File: src/rtl/imem_loader_pkg.sv
// Shared constants and state encoding for the instruction-memory loader.
package imem_loader_pkg;

    localparam int unsigned BYTES_PER_WORD = 4;
    localparam int unsigned LEN_BYTES      = 2;
    localparam int unsigned LenW           = 8 * LEN_BYTES;
    localparam int unsigned LaneW          = $clog2(BYTES_PER_WORD);

    typedef logic [2:0] state_t;

    localparam state_t StIdle  = 3'd0;
    localparam state_t StLenLo = 3'd1;
    localparam state_t StLenHi = 3'd2;
    localparam state_t StData  = 3'd3;
    localparam state_t StWrite = 3'd4;
    localparam state_t StDone  = 3'd5;
    localparam state_t StErr   = 3'd6;

    // Full-width length check: no truncation to the address width.
    function automatic logic len_legal(input logic [LenW-1:0] n, input int unsigned max_words);
        return (n != '0) && (32'(n) <= max_words);
    endfunction

endpackage

File: src/rtl/imem_loader_if.sv
// Byte-stream input, instruction-RAM write port and status lines of the loader.
interface imem_loader_if #(
    parameter int unsigned ADDR_W = 10,
    parameter int unsigned DATA_W = 32
);
    logic              start;
    logic              in_valid;
    logic [7:0]        in_byte;
    logic              in_ready;
    logic              wr_en;
    logic [ADDR_W-1:0] wr_addr;
    logic [DATA_W-1:0] wr_data;
    logic              cpu_hold;
    logic              done;
    logic              error;

    // Byte source / system side.
    modport master (
        output start, in_valid, in_byte,
        input  in_ready, wr_en, wr_addr, wr_data, cpu_hold, done, error
    );

    // Loader side.
    modport slave (
        input  start, in_valid, in_byte,
        output in_ready, wr_en, wr_addr, wr_data, cpu_hold, done, error
    );
endinterface

File: src/rtl/imem_loader_byte_packer.sv
// Little-endian assembly of stream bytes into one instruction word.
module imem_loader_byte_packer
    import imem_loader_pkg::*;
(
    input  logic                        clk_i,
    input  logic                        rst_ni,
    input  logic                        load_i,
    input  logic [LaneW-1:0]            lane_i,
    input  logic [7:0]                  byte_i,
    // Assembly including the byte being loaded this cycle, so the caller can
    // capture a complete word on the edge that accepts its last byte.
    output logic [8*BYTES_PER_WORD-1:0] word_o
);

    logic [8*BYTES_PER_WORD-1:0] word_q, word_d;

    // Overlay the accepted byte onto its lane.
    always_comb begin
        word_d = word_q;
        if (load_i) begin
            word_d[{lane_i, 3'b000} +: 8] = byte_i;
        end
    end

    // Assembly register.
    always_ff @(posedge clk_i or negedge rst_ni) begin
        if (!rst_ni) begin
            word_q <= '0;
        end else begin
            word_q <= word_d;
        end
    end

    assign word_o = word_d;

endmodule

File: src/rtl/imem_loader.sv
// Loads a length-prefixed byte stream into instruction RAM and holds the CPU
// in reset until a complete program has been written.
module imem_loader
    import imem_loader_pkg::*;
#(
    parameter int unsigned ADDR_W        = 10,
    parameter int unsigned DATA_W        = 32,
    parameter int unsigned MAX_WORDS     = 1024,
    parameter bit          HOLD_AT_RESET = 1'b1
) (
    input  logic         clk_i,
    input  logic         rst_ni,
    imem_loader_if.slave bus
);

    state_t              state_q, state_d;
    logic [LenW-1:0]     n_q, n_d;
    logic [ADDR_W:0]     word_idx_q, word_idx_d;
    logic [LaneW-1:0]    byte_idx_q, byte_idx_d;
    logic                in_ready_q, in_ready_d;
    logic                wr_en_q, wr_en_d;
    logic [ADDR_W-1:0]   wr_addr_q, wr_addr_d;
    logic [DATA_W-1:0]   wr_data_q, wr_data_d;
    logic                done_q, done_d;
    logic                error_q, error_d;
    logic                cpu_hold_q, cpu_hold_d;

    logic                        accept;
    logic                        pack_load;
    logic [8*BYTES_PER_WORD-1:0] pack_word;
    logic [LenW-1:0]             len_full;
    logic                        len_ok;
    logic                        last_byte;
    logic                        last_word;
    logic                        restart;

    assign accept    = bus.in_valid & in_ready_q;
    assign pack_load = accept & (state_q == StData);
    assign len_full  = {bus.in_byte, n_q[7:0]};
    assign len_ok    = len_legal(len_full, MAX_WORDS);
    assign last_byte = (byte_idx_q == LaneW'(BYTES_PER_WORD - 1));
    assign last_word = (LenW'(word_idx_q) == (n_q - LenW'(1)));
    assign restart   = bus.start &
                       ((state_q == StIdle) | (state_q == StDone) | (state_q == StErr));

    imem_loader_byte_packer u_packer (
        .clk_i  (clk_i),
        .rst_ni (rst_ni),
        .load_i (pack_load),
        .lane_i (byte_idx_q),
        .byte_i (bus.in_byte),
        .word_o (pack_word)
    );

    // Next-state logic for the load sequencer and its registered outputs.
    always_comb begin
        state_d    = state_q;
        n_d        = n_q;
        word_idx_d = word_idx_q;
        byte_idx_d = byte_idx_q;
        wr_en_d    = 1'b0;
        wr_addr_d  = wr_addr_q;
        wr_data_d  = wr_data_q;
        done_d     = done_q;
        error_d    = error_q;
        cpu_hold_d = cpu_hold_q;

        if (restart) begin
            state_d    = StLenLo;
            word_idx_d = '0;
            byte_idx_d = '0;
            done_d     = 1'b0;
            error_d    = 1'b0;
            cpu_hold_d = 1'b1;
        end else begin
            case (state_q)
                StLenLo: begin
                    if (accept) begin
                        n_d[7:0] = bus.in_byte;
                        state_d  = StLenHi;
                    end
                end
                StLenHi: begin
                    if (accept) begin
                        n_d     = len_full;
                        state_d = len_ok ? StData : StErr;
                        error_d = ~len_ok;
                    end
                end
                StData: begin
                    if (accept) begin
                        byte_idx_d = byte_idx_q + LaneW'(1);
                        if (last_byte) begin
                            state_d   = StWrite;
                            wr_en_d   = 1'b1;
                            wr_addr_d = word_idx_q[ADDR_W-1:0];
                            wr_data_d = DATA_W'(pack_word);
                        end
                    end
                end
                StWrite: begin
                    if (last_word) begin
                        state_d    = StDone;
                        done_d     = 1'b1;
                        cpu_hold_d = 1'b0;
                    end else begin
                        word_idx_d = word_idx_q + 1'b1;
                        state_d    = StData;
                    end
                end
                StIdle, StDone, StErr: begin
                end
                default: begin
                    state_d = StIdle;
                end
            endcase
        end

        // Ready is decided from the upcoming state only, never from In_Valid.
        in_ready_d = (state_d == StLenLo) | (state_d == StLenHi) | (state_d == StData);
    end

    // State and output registers.
    always_ff @(posedge clk_i or negedge rst_ni) begin
        if (!rst_ni) begin
            state_q    <= StIdle;
            n_q        <= '0;
            word_idx_q <= '0;
            byte_idx_q <= '0;
            in_ready_q <= 1'b0;
            wr_en_q    <= 1'b0;
            wr_addr_q  <= '0;
            wr_data_q  <= '0;
            done_q     <= 1'b0;
            error_q    <= 1'b0;
            cpu_hold_q <= HOLD_AT_RESET;
        end else begin
            state_q    <= state_d;
            n_q        <= n_d;
            word_idx_q <= word_idx_d;
            byte_idx_q <= byte_idx_d;
            in_ready_q <= in_ready_d;
            wr_en_q    <= wr_en_d;
            wr_addr_q  <= wr_addr_d;
            wr_data_q  <= wr_data_d;
            done_q     <= done_d;
            error_q    <= error_d;
            cpu_hold_q <= cpu_hold_d;
        end
    end

    assign bus.in_ready = in_ready_q;
    assign bus.wr_en    = wr_en_q;
    assign bus.wr_addr  = wr_addr_q;
    assign bus.wr_data  = wr_data_q;
    assign bus.done     = done_q;
    assign bus.error    = error_q;
    assign bus.cpu_hold = cpu_hold_q;

endmodule

File: src/flat_wrapper.sv
// flat-port wrapper written by rule: the top's interface ports become plain ports
module imem_loader_flat import imem_loader_pkg::*;
#(
    parameter int unsigned ADDR_W        = 10,
    parameter int unsigned DATA_W        = 32,
    parameter int unsigned MAX_WORDS     = 1024,
    parameter bit          HOLD_AT_RESET = 1'b1
)
  (clk_i, rst_ni, bus_start, bus_in_valid, bus_in_byte, bus_in_ready, bus_wr_en, bus_wr_addr, bus_wr_data, bus_cpu_hold, bus_done, bus_error);
  imem_loader_if #(.ADDR_W(ADDR_W), .DATA_W(DATA_W)) bus_i ();
  input  logic clk_i;
  input  logic rst_ni;
  input wire logic [$bits(bus_i.start)-1:0] bus_start;
  input wire logic [$bits(bus_i.in_valid)-1:0] bus_in_valid;
  input wire logic [$bits(bus_i.in_byte)-1:0] bus_in_byte;
  output wire logic [$bits(bus_i.in_ready)-1:0] bus_in_ready;
  output wire logic [$bits(bus_i.wr_en)-1:0] bus_wr_en;
  output wire logic [$bits(bus_i.wr_addr)-1:0] bus_wr_addr;
  output wire logic [$bits(bus_i.wr_data)-1:0] bus_wr_data;
  output wire logic [$bits(bus_i.cpu_hold)-1:0] bus_cpu_hold;
  output wire logic [$bits(bus_i.done)-1:0] bus_done;
  output wire logic [$bits(bus_i.error)-1:0] bus_error;
  assign bus_i.start = bus_start;
  assign bus_i.in_valid = bus_in_valid;
  assign bus_i.in_byte = bus_in_byte;
  assign bus_in_ready = bus_i.in_ready;
  assign bus_wr_en = bus_i.wr_en;
  assign bus_wr_addr = bus_i.wr_addr;
  assign bus_wr_data = bus_i.wr_data;
  assign bus_cpu_hold = bus_i.cpu_hold;
  assign bus_done = bus_i.done;
  assign bus_error = bus_i.error;
  imem_loader #(.ADDR_W(ADDR_W), .DATA_W(DATA_W), .MAX_WORDS(MAX_WORDS), .HOLD_AT_RESET(HOLD_AT_RESET)) u_core (.clk_i(clk_i), .rst_ni(rst_ni), .bus(bus_i));
endmodule
File: config.mk
export PLATFORM = sky130hd
export DESIGN_NAME = imem_loader_flat
export DESIGN_NICKNAME = d
export VERILOG_FILES = /design/src/rtl/imem_loader_pkg.sv /design/src/rtl/imem_loader_if.sv /design/src/rtl/imem_loader_byte_packer.sv /design/src/rtl/imem_loader.sv /design/src/flat_wrapper.sv
export SDC_FILE = /design/constraint.sdc
export NUM_CORES = 1
export LEC_CHECK = 0
export CORE_UTILIZATION = 61
export CTS_CLUSTER_SIZE = 14
export DETAILED_ROUTE_END_ITERATION = 10
export PLACE_DENSITY = 0.9
export SLEW_MARGIN = 20
export SYNTH_ARGS = -nofsm -noshare
export SYNTH_HDL_FRONTEND = slang
export SYNTH_HIERARCHICAL = 1
export SYNTH_SLANG_ARGS = --single-unit
File: constraint.sdc
create_clock -name clk_i -period 7 [get_ports clk_i]
set_input_delay 2.1 -clock clk_i [delete_from_list [all_inputs] [get_ports clk_i]]
set_output_delay 2.1 -clock clk_i [all_outputs]
set_load 0.01 [all_outputs]
==> out/results.ini <==
[floorplanning]
core_area_um2=8341
initial_utilization_pct=63.82
io_pins=59
die_area_um2=9103
die_h_um=95.41
die_x_um=95.41
rows=33

[synth]
synthTopCellsByArea=dfrtp_1 (52%), mux2_2 (12%), nand3_1 (2.6%)
synth-main-ff-cell=dfrtp_1
synth_fp_nets=466
yosysTopAreaCell=dfrtp_1
yosys.cell_types.count=63
syn_area_um2=5323
synth_area_per_cell_um2=11.93
yosysTopAreaCellShare_pct=51.72
yosysSeqAreaShare_pct=52.21
synth_edf_count=0
ys_ff_latch=111
ys_warn_count=6
async_reset_ff_share_pct=100.0
syn_inst=446

[clock_network]
post_cts_resized=0
clk_latency_ps=380
cts.sinks=111
clk_pin_slew_worst_paths_ps=110
cts-hold-fix-buffers=0
post_cts_buffers=0
cts_buffer_depth=2
root_buffer=clkbuf_8
cts_buffers=9
htreeDepth=3
cts_tree=yes

[worst_setup_path]
ff2ff_setup_slack_ps=3840
reg2reg_from=u_core/state_q[1]
reg2regPathDepth=4
cp_slowest_cell=and2_2
path_buf_inv=1
crit_fanout=44
crit_path_start_kind=input port
cpPeakStageDelay_ps=960
reg2reg_to=u_core/bus.wr_data[30]
crit_family=simple AND/OR/NAND/NOR gates
crit_arrival_ps=5120
end_kind=register
path_cells=clkdlybuf4s50_1, nand3_1, nor3b_2, and2_2, mux2_2
required_ps=7270
critPathKind=in2reg

[layout]
fillers=540
nNetsFinal=505
areaGrowthSynthToFinish_pct=15.40
final_cell_mix=dfrtp_1 (110), clkdlybuf4s50_1 (57), mux2_2 (57)
antenna_cells=0
final_common_cell=dfrtp_1
postLayoutCoreUtil_pct=73.64
drive_gt1_share_pct=19.18
regArea_um2=2779
multi_input_area_um2=2370

[pwr]
switching_share_pct=36.79
p_leak_nw=2.596
power_density_nw_per_um2=312.4
pwr-share-clk_pct=22.0
p_switching_w=0.0007059
power_w=0.001919
p_seq_share_pct=46.3
power.internal_w=0.001213
ir_worst_vdd_v=0.0001902
p_comb_share_pct=31.6

[sta]
min_period_ps=4858
drv_slew=0
max_clock_freq_mhz=205.8
fin_skew_ps=12.02
finalHoldViolations=0
slew_headroom_pct=31.79
worstMarginPinSlew_ps=1023
tns_ps=0
rsz0062_at_grt=false
setup_viol=0
fin_ws_ps=2142
fin_crit_sh_pct=69.40

[placement]
hpwl_mm=7.604
numPortBuffers=58
place_congestion=0.8953
dp_slack_ps=1761

[global_routing]
grt_usage_pct=26.70
grt_first_pass_wirelength_mm=18.38
grt_pass1_vias=3677
grt_max_degree=64
gr-total-overflow=0
antenna_found_initial=0

[routing]
antenna_left=0
first_pass_iters=4
routed_wirelength_mm=11.11
drtIter0Drc=271
wl_per_cell_um=18.67
vias=3759
viasPerCell=6.318
drc=0

[job]
drv_cap=0

[worst_hold_path]
min_to=u_core/u_packer/word_q[9]
min_path_type=reg2reg
hold_depth=1
min-delay-start=u_core/u_packer/word_q[9]

[run_status]
status=finished, final reports clean

## worst reg2reg max path: stages (launching register included)
cell     delay, ps
dfrtp_1        540
nand3_1        210
nor3b_2        880
and2_2         960
mux2_2         470
## registers in the layout, summed over array words and instances, names as in the netlist
| signal | cells |
|---|---|
| u_core/word_idx_q | 11 |
| u_core/n_q | 16 |
| u_core/bus.wr_addr | 10 |
| u_core/byte_idx_q | 2 |
| u_core/u_packer/word_q | 32 |
| u_core/bus.done | 1 |
| u_core/bus.wr_en | 1 |
| u_core/bus.cpu_hold | 1 |
| u_core/bus.wr_data | 32 |
| u_core/bus.error | 1 |
| u_core/state_q | 3 |
| u_core/bus.in_ready | 1 |
## per-stage QoR
stage	cell area [um^2]	cells	hold slack [ps]
after floorplan	5323	446	451.1
after global placement	5903	579	471.3
after detailed placement	5903	579	474.3
after CTS	6142	595	500.7
after global routing	6142	595	517.3
final	6142	595	497.9
## cell usage after synthesis (2+ instances only)
cell type  number
or3b_1          3
clkbuf_1       16
nor2b_1         6
mux2i_1         8
and4_1          2
a21o_1          2
o2bb2ai_2       9
nand4b_1        8
mux2_2         57
nor3_1         12
nand2_1        16
and2_1          4
or3_1           5
nor2_1         14
o211a_1         2
nor4_1          5
nand4_1         6
o21ai_0         9
o31ai_1         3
buf_1           4
nor3b_1         2
or4_1           5
or2_2           3
xnor2_1        11
a32o_1          8
a21oi_1        12
o2bb2ai_1      15
buf_2           8
inv_1           8
ha_1            8
o211ai_1        3
dfrtp_1       110
xor2_1          2
a31oi_1         3
nand3_1        28
buf_6           2
## power by group through the flow
| stage | clock [W] | combinational (W) | sequential, W |
|---|---|---|---|
| detailed placement | 0 | 0.000602 | 0.000895 |
| floorplan | 0 | 0.000510 | 0.000842 |
| global placement | 0 | 0.000572 | 0.000886 |
| CTS | 0.000431 | 0.000604 | 0.000884 |
| global route | 0.000459 | 0.000673 | 0.000906 |
| finish | 0.000423 | 0.000607 | 0.000889 |
## final cells by class
class                   instances  area share (%)
repair buffers                 60           9.656
flip-flops and latches        111           45.24
clock inverters                 7           1.874
multi-input cells             295           38.58
inverters                       8          0.4889
well taps                     105           2.139
clock buffers                   9           2.017
## cells by family (layout without fill, tap and decap cells)
logic type	after synthesis	count (layout)	share of synthesized area, %
multiplexers	65	65	13.56
adder cells (fa/ha/maj)	9	9	2.069
XOR/XNOR	13	13	2.139
AND/OR/NAND/NOR	130	130	14.39
buffers and inverters	40	84	3.385
AO/OA/AOI/OAI	78	78	12.25
flip-flops	111	111	52.21
## worst max-delay path by stage
stage | from | to | slack (ps) | cells after the start
detailed placement | bus_in_valid | u_core/bus.wr_data[30] | 1760 | 5
global route | bus_in_valid | u_core/bus.wr_data[30] | 1960 | 5
CTS | bus_in_valid | u_core/bus.wr_data[30] | 2140 | 5
finish | bus_in_valid | u_core/bus.wr_data[30] | 2140 | 5
floorplan | bus_in_valid | u_core/bus.wr_addr[0] | 3110 | 6
global placement | bus_in_valid | u_core/bus.wr_data[25] | 1890 | 5
## routing by layer
metal	GRT usage, %	wire [um]	up-vias
met4	10.20	210	0
met5	0	0	-
met1	35.30	4833	1864
met3	5.662	574	23
li1	-	-	1745
met2	43.33	5490	127
Note: power is estimated with default switching activity, not from simulation.
